[config.mk]
export PLATFORM = sky130hd
export DESIGN_NAME = onchip_mem_arbiter
export DESIGN_NICKNAME = d
export VERILOG_FILES = /design/src/rtl/onchip_arb_pkg.sv /design/src/rtl/rr_arbiter2.sv /design/src/rtl/onchip_mem_arbiter.sv
export SDC_FILE = /design/constraint.sdc
export NUM_CORES = 1
export LEC_CHECK = 0
export CORE_MARGIN = 5
export CORE_UTILIZATION = 36
export DETAILED_ROUTE_END_ITERATION = 8
export MAX_ROUTING_LAYER = met4
export PLACE_DENSITY = 0.87
export RECOVER_POWER = 25
export SYNTH_ARGS = -nofsm -noshare
export SYNTH_HDL_FRONTEND = slang
export SYNTH_SLANG_ARGS = --single-unit
[constraint.sdc]
create_clock -name clk -period 4.7 [get_ports clk]
set_clock_uncertainty 0.15 [all_clocks]
set_input_delay 0.705 -clock clk [delete_from_list [all_inputs] [get_ports clk]]
set_output_delay 0.705 -clock clk [all_outputs]
set_load 0.05 [all_outputs]
[src/rtl/onchip_arb_pkg.sv]
// onchip_arb_pkg: shared constants for the on-chip memory arbiter.
// Holds the FSM state encodings, the response codes and the default
// ADDR_W / DATA_W / DEPTH values used as parameter defaults by the top.
package onchip_arb_pkg;
    localparam int ADDR_W_DEF = 14;
    localparam int DATA_W_DEF = 32;
    localparam int DEPTH_DEF  = 12000;
    localparam logic [1:0] ST_IDLE  = 2'd0;
    localparam logic [1:0] ST_ISSUE = 2'd1;
    localparam logic [1:0] ST_RDATA = 2'd2;
    localparam logic [1:0] RESP_OKAY   = 2'b00;
    localparam logic [1:0] RESP_SLVERR = 2'b10;
endpackage

[src/rtl/rr_arbiter2.sv]
// rr_arbiter2: two-way round-robin grant with last-grant register.
// Ports: clk, reset_n (async, active-low); req[1:0] request vector;
// load captures the current grant as the new last grant;
// gnt is the combinational winner index; last is the registered last grant,
// which resets to master 1 so master 0 wins the first tie.
module rr_arbiter2 (
    input  logic       clk,
    input  logic       reset_n,
    input  logic [1:0] req,
    input  logic       load,
    output logic       gnt,
    output logic       last
);
    assign gnt = &req ? ~last : req[1];
    always_ff @(posedge clk or negedge reset_n) begin
        if (!reset_n) last <= 1'b1;
        else if (load) last <= gnt;
    end
endmodule

[src/rtl/onchip_mem_arbiter.sv]
// onchip_mem_arbiter: two-master round-robin arbiter in front of a single-port RAM.
// Ports: clk, reset_n (async, active-low);
//   mN_address/byteenable/read/write/writedata  master N request (N = 0,1);
//   mN_waitrequest/readdata/readdatavalid/response  master N return path;
//   mem_address/byteenable/writedata/chipselect/write/clken  RAM controls;
//   mem_readdata  RAM output, valid one cycle after the address is clocked.
// Macro ONCHIP_ARB_RANGE_CHECK_EN: addresses >= DEPTH are accepted but not
// forwarded to the RAM and complete with SLVERR (reads return zero).
module onchip_mem_arbiter
    import onchip_arb_pkg::*;
#(
    parameter int ADDR_W = ADDR_W_DEF,
    parameter int DATA_W = DATA_W_DEF,
    parameter int DEPTH  = DEPTH_DEF
) (
    input  logic              clk,
    input  logic              reset_n,
    input  logic [ADDR_W-1:0] m0_address,
    input  logic [3:0]        m0_byteenable,
    input  logic              m0_read,
    input  logic              m0_write,
    input  logic [DATA_W-1:0] m0_writedata,
    output logic              m0_waitrequest,
    output logic [DATA_W-1:0] m0_readdata,
    output logic              m0_readdatavalid,
    output logic [1:0]        m0_response,
    input  logic [ADDR_W-1:0] m1_address,
    input  logic [3:0]        m1_byteenable,
    input  logic              m1_read,
    input  logic              m1_write,
    input  logic [DATA_W-1:0] m1_writedata,
    output logic              m1_waitrequest,
    output logic [DATA_W-1:0] m1_readdata,
    output logic              m1_readdatavalid,
    output logic [1:0]        m1_response,
    output logic [ADDR_W-1:0] mem_address,
    output logic [3:0]        mem_byteenable,
    output logic [DATA_W-1:0] mem_writedata,
    output logic              mem_chipselect,
    output logic              mem_write,
    output logic              mem_clken,
    input  logic [DATA_W-1:0] mem_readdata
);
`ifdef ONCHIP_ARB_RANGE_CHECK_EN
    localparam bit RANGE_EN = 1'b1;
`else
    localparam bit RANGE_EN = 1'b0;
`endif
    logic [1:0]        state;
    logic [1:0]        req;
    logic [1:0]        resp0_q, resp1_q;
    logic [1:0]        wresp, rresp;
    logic [DATA_W-1:0] rdata;
    logic              sel, arb_gnt, issue, sel_wr, err, err_q;
    assign req = {m1_read | m1_write, m0_read | m0_write};
    // The last-grant register doubles as the grant of the transaction in flight.
    rr_arbiter2 u_arb (
        .clk     (clk),
        .reset_n (reset_n),
        .req     (req),
        .load    (state == ST_IDLE && |req),
        .gnt     (arb_gnt),
        .last    (sel)
    );
    assign issue          = state == ST_ISSUE;
    // write wins over read when a master raises both strobes
    assign sel_wr         = sel ? m1_write : m0_write;
    assign mem_address    = sel ? m1_address : m0_address;
    assign mem_byteenable = sel ? m1_byteenable : m0_byteenable;
    assign mem_writedata  = sel ? m1_writedata : m0_writedata;
    assign err            = RANGE_EN && (32'(mem_address) >= DEPTH);
    assign mem_chipselect = issue && !err;
    assign mem_write      = mem_chipselect && sel_wr;
    assign mem_clken      = 1'b1;
    assign m0_waitrequest = !(issue && !sel);
    assign m1_waitrequest = !(issue && sel);
    assign wresp          = err ? RESP_SLVERR : RESP_OKAY;
    assign rresp          = err_q ? RESP_SLVERR : RESP_OKAY;
    assign rdata          = err_q ? '0 : mem_readdata;
    // Write responses are combinational in the accept cycle; read responses ride with readdatavalid.
    assign m0_response    = (issue && !sel && sel_wr) ? wresp : resp0_q;
    assign m1_response    = (issue && sel && sel_wr) ? wresp : resp1_q;
    always_ff @(posedge clk or negedge reset_n) begin
        if (!reset_n) begin
            state            <= ST_IDLE;
            err_q            <= 1'b0;
            m0_readdata      <= '0;
            m1_readdata      <= '0;
            m0_readdatavalid <= 1'b0;
            m1_readdatavalid <= 1'b0;
            resp0_q          <= RESP_OKAY;
            resp1_q          <= RESP_OKAY;
        end else begin
            state <= state == ST_IDLE  ? (|req ? ST_ISSUE : ST_IDLE) :
                     state == ST_ISSUE ? (sel_wr ? ST_IDLE : ST_RDATA) : ST_IDLE;
            if (issue) err_q <= err;
            m0_readdatavalid <= state == ST_RDATA && !sel;
            m1_readdatavalid <= state == ST_RDATA && sel;
            if (state == ST_RDATA && !sel) begin
                m0_readdata <= rdata;
                resp0_q     <= rresp;
            end
            if (state == ST_RDATA && sel) begin
                m1_readdata <= rdata;
                resp1_q     <= rresp;
            end
        end
    end
endmodule
==> results of run 1 <==
## path summary, 6_finish.rpt
kind / start / to / cells after the start
min in group asynchronous: reset_n / m1_readdata[22] / 1
setup / recovery: u_arb.last / mem_writedata[19] / 3
setup reg to reg: u_arb.last / m1_readdata[29] / 3
max in group asynchronous: reset_n / m0_readdata[11] / 2
hold / removal: m1_readdata[13] / m1_readdata[13] / 1
hold reg to reg: m1_readdata[13] / m1_readdata[13] / 1
## cells in the mapped netlist (2+ instances only)
cell	count	area [um^2]
dfrtp_1	68	1700
conb_1	2	7.51
nor2_1	2	7.51
mux2_2	113	1270
buf_6	6	67.6
buf_2	2	10.0
buf_4	9	67.6
## cell families after synthesis
family / synth area share, %
AOI/OAI and AO/OA: 0.727
buffers and inverters: 4.55
DFF: 52.9
muxes: 39.6
other: 0.230
and+or+nand+nor: 2.07
## power groups by stage
| stage | combinational, W | clock (W) | sequential, W |
|---|---|---|---|
| global route | 0.00344 | 0.000607 | 0.00115 |
| floorplan | 0.00124 | 0 | 0.00206 |
| CTS | 0.00335 | 0.000581 | 0.00110 |
| finish | 0.00333 | 0.000564 | 0.00110 |
| detailed placement | 0.00334 | 0 | 0.00111 |
| global placement | 0.00330 | 0 | 0.00109 |
## registers in the layout, summed over array words and instances, names as in the netlist
name,cells
m0_readdata,32
m0_readdatavalid,1
m1_readdata,32
m1_readdatavalid,1
state,2
u_arb.last,1
## routing by layer
layer / track usage, % / vias to the layer above / wire (um)
li1: - / 1285 / -
met2: 40.4 / 128 / 6700
met5: - / - / 0
met3: 7.15 / 16 / 980
met4: 6.37 / 0 / 213
met1: 25.8 / 1364 / 4750
## cell type report
class                   count  area [um^2]  area share (%)
repair buffers            261         2610            42.7
multi-input cells         132         1400            23.0
flip-flops and latches     69         1730            28.3
clock buffers               9          124            2.03
inverters                   1         3.75          0.0615
clock inverters             7          105            1.72
well taps                 108          135            2.21
## per-stage QoR
stage	worst slack, ns	util, %	total power [W]	cells	hold WS, ns
floorplan	2.11	-	0.00330	219	0.259
global placement	1.53	66.8	0.00439	571	0.317
detailed placement	1.50	66.8	0.00445	571	0.341
CTS	1.11	69.4	0.00504	587	0.361
global route	0.597	69.3	0.00519	587	0.371
finish	0.749	69.3	0.00500	587	0.358
==> results.ini, run 1 <==
[outcome]
status = finished, violations left
violations = capacitance limit, slew limit

[final_layout]
drive_gt1_share_pct = 28.0
n_fill_cell = 649
fin_nets = 612
design_area_mm2 = 0.00610
antenna_cells = 0
final_common_cell = clkdlybuf4s50_1
final_cell_mix = clkdlybuf4s50_1 (255), mux2_2 (113), dfrtp_1 (68)
syn2layout_area_growth_pct = 86.7

[floorplanning]
dieArea_mm2 = 0.0111
core_mm2 = 0.00881
io_pins = 263
start_util_pct = 37.1
die_w_um = 105
row_count = 34
die_h_um = 105

[clocking]
htreeDepth = 3
clock_path_buffers = 2
cts-hold-fix-buffers = 0
cts_buffers = 9
cts_tree = built
clk_latency_ns = 0.34
clock_sinks = 69
ctsResizeCount = 0
root_buffer = clkbuf_8
post_cts_buffers = 0
path_clk_slew_ns = 0.08

[worst_setup_path]
end_kind = output port
worstPathCellList = buf_12 > mux2_2 > clkdlybuf4s50_1
start_kind = register
cp_max_fo = 29
path_buf_inv = 2
crit_type = register to output port
critPathTopFamily = flip-flops
cpMaxStageDelayCell = dfstp_1
slowest_delay_ns = 1.36
r2r_slack_ns = 2.29
arrival_ns = 3.10
cp.required_ns = 3.85

[route]
num_vias = 2793
route.detailed.drc = 0
vias_per_cell = 4.76
drtAntennaViolNets = 0
firstDrtPassIters = 4
drtIter0Drc = 73
totalWireLength_um = 12600
wl_per_cell_um = 21.5

[global_route]
grt-ovfl-total = 0
track_usage_pct = 23.2
grt_pass1_wl_um = 19000
grt_max_degree = 51
grt_pass1_vias = 3194
antenna_found_initial = 0

[timing]
worst_pin_slew_ns = 2.59
drv_slew = 51
finalCriticalPeriod_ns = 3.95
setup_tns_ns = 0
slew-limit-headroom_pct = -72.5
max_freq_mhz = 253
setup_viol = 0
rsz0062_at_grt = no
fin_crit_sh_pct = 84.1
hold_viol = 0

[run]
cap_violations = 1

[synth]
synth_ff_type = dfrtp_1
synth_edf_count = 0
netlist-cell-type-count = 21
syn-cell-area_mm2 = 0.00327
syn_avg_cell_area_um2 = 15.1
ys_seq_area_share_pct = 52.9
synthesis.instances = 216
synth_seq_cells = 69
synth.yosys.warnings = 0
synthArstFlopShare_pct = 100

[power]
combPwrFrac_pct = 66.7
power_density_mw_per_mm2 = 818
swShare_pct = 50.6
vdd_drop_max_mv = 0.573
switchingPower_w = 0.00253
p_int_w = 0.00247
power.share.sequential_pct = 22.0
clkPwrFrac_pct = 11.3
p_leak_nw = 2.47

[min_path]
hold_path.class = register to register

[placed_design]
io_buffer_count = 257
gp_congestion = 0.979
dp_hpwl_um = 10200
placed_area_mm2 = 0.00588

Power figures use the tool's default switching activity.
==> inputs of run 2 (changes only) <==
- CORE_UTILIZATION: 36 -> 33
- PLACE_DENSITY: 0.87 -> 0.81
- clock period: 4.7 -> 3.7 ns (I/O delays scaled with it)
==> results.ini, run 2 (synthesis results as in run 1) <==
[outcome]
status = finished, violations left
violations = capacitance limit, slew limit

[power]
power_density_mw_per_mm2 = 1020  ; +25%
vdd_drop_max_mv = 0.708  ; +24%
p_leak_nw = 2.47  ; about the same

[worst_setup_path]
end_kind = output port
crit_type = register to output port
cp.required_ns = 2.99  ; -0.86 ns
arrival_ns = 2.53  ; -0.57 ns
cp_max_fo = 42  ; +45%
start_kind = register

[global_route]
grt_max_degree = 43  ; -16%
track_usage_pct = 20.7  ; -2.6 points
grt_pass1_vias = 2985  ; -6.5%
grt_pass1_wl_um = 17700  ; -6.9%
grt-ovfl-total = 0  ; unchanged
antenna_found_initial = 0  ; unchanged

[final_layout]
top_regs = m0_readdata x32, m1_readdata x32, state x2
multi_input_area_mm2 = 0.00140  ; unchanged
final_common_cell = clkdlybuf4s50_1
final_cell_mix = clkdlybuf4s50_1 (255), mux2_2 (113), dfrtp_1 (68)
drive_gt1_share_pct = 28.2  ; +0.27 points
syn2layout_area_growth_pct = 87.3
area.sequential_mm2 = 0.00173  ; unchanged
antenna_cells = 0  ; unchanged
n_fill_cell = 765  ; +18%
fin_nets = 611  ; -0.16%

[timing]
finalCriticalPeriod_ns = 3.24
drv_slew = 33  ; -35%
setup_tns_ns = 0  ; unchanged
worst_pin_slew_ns = 1.66  ; -0.925 ns
hold_viol = 0  ; unchanged
fin_ws_ns = 0.460  ; -0.289 ns
max_freq_mhz = 309
setup_viol = 0  ; unchanged
slew-limit-headroom_pct = -10.8  ; +62 points
fin_crit_sh_pct = 87.6
rsz0062_at_grt = no

[route]
totalWireLength_um = 12300  ; -2.9%
route.detailed.drc = 0  ; unchanged
drtAntennaViolNets = 0  ; unchanged
firstDrtPassIters = 4  ; unchanged
vias_per_cell = 4.54  ; -4.5%
num_vias = 2775  ; -0.64%
drtIter0Drc = 85  ; +16%
wl_per_cell_um = 20.1  ; -6.7%

[placed_design]
dp_hpwl_um = 10100  ; -1.1%
gp_congestion = 1.03  ; +5.0%
io_buffer_count = 257  ; unchanged
place_ws_ns = 0.820  ; -0.683 ns

[clocking]
cts_tree = built
cts-hold-fix-buffers = 0  ; unchanged
cts_buffers = 9  ; unchanged
clk_latency_ns = 0.33  ; about the same
ctsResizeCount = 0  ; unchanged
clock_path_buffers = 2  ; unchanged
path_clk_slew_ns = 0.08  ; about the same
clock_sinks = 69  ; unchanged
htreeDepth = 3  ; unchanged
root_buffer = clkbuf_8
post_cts_buffers = 0  ; unchanged

[floorplanning]
row_count = 36  ; +5.9%
die_h_um = 110  ; +4.0%
dieArea_mm2 = 0.0120  ; +8.2%
start_util_pct = 33.6  ; -3.5 points
core_mm2 = 0.00973  ; +10%
io_pins = 263  ; unchanged
die_w_um = 110  ; +4.0%

[min_path]
hold_path.class = register to register

[run]
cap_violations = 1  ; unchanged

run 2: critical path, cell delays in order, from the launching register on:
cell	delay (ns)
dfstp_2	0.79
buf_12	0.29
mux2_2	0.37
clkdlybuf4s50_1	0.75
run 2: report_power, final:
part	switching [W]	total (W)	internal (W)
logic	0.00263	0.00423	0.00160
registers	0.000228	0.00137	0.00114
clock network	0.000279	0.000676	0.000397
total	0.00314	0.00627	0.00314
run 2: cell type report:
cell class / count / share of cell area [%]
clock buffers: 10 / 2.25
multi-input cells: 132 / 22.9
clock inverters: 6 / 1.41
repair buffers: 260 / 42.4
flip-flops and latches: 69 / 28.2
inverters: 1 / 0.0613
well taps: 133 / 2.72
run 2: path summary, 6_finish.rpt:
kind	slack, ns	start	to	cells past startpoint
min	0.36	m1_readdata[11]	m1_readdata[11]	1
max reg2reg	1.31	u_arb.last	m1_readdata[14]	2
max in group asynchronous	1.21	reset_n	m0_readdata[24]	2
min in group asynchronous	0.49	reset_n	m1_readdata[16]	1
max	0.46	u_arb.last	mem_writedata[8]	3
min reg2reg	0.36	m1_readdata[11]	m1_readdata[11]	1
run 2: metal layers:
metal	GRT usage [%]	wire, um	up-vias
met5	-	0	-
met4	5.25	208	0
met3	7.75	1180	22
met2	31.2	5680	149
met1	26.3	5210	1326
li1	-	-	1278
run 2: metrics by stage:
| step | util, % | hold WS, ns | power (W) | cell area, um^2 | instances |
|---|---|---|---|---|---|
| 2_1_floorplan | - | 0.109 | 0.00419 | 3280 | 219 |
| 3_3_place_gp | 60.7 | 0.325 | 0.00557 | 5900 | 595 |
| 3_5_place_dp | 60.7 | 0.342 | 0.00564 | 5900 | 595 |
| 4_1_cts | 63.0 | 0.118 | 0.00634 | 6130 | 611 |
| 5_1_grt | 63.0 | 0.368 | 0.00653 | 6120 | 611 |
| 6_report | 63.0 | 0.356 | 0.00627 | 6120 | 611 |
==> inputs of run 3 (changes only) <==
- SKIP_CTS_REPAIR_TIMING: not set -> 1
- TNS_END_PERCENT: not set -> 50
==> results of run 3 <==
Final layout, timing and power as in run 2 (identical DEF).
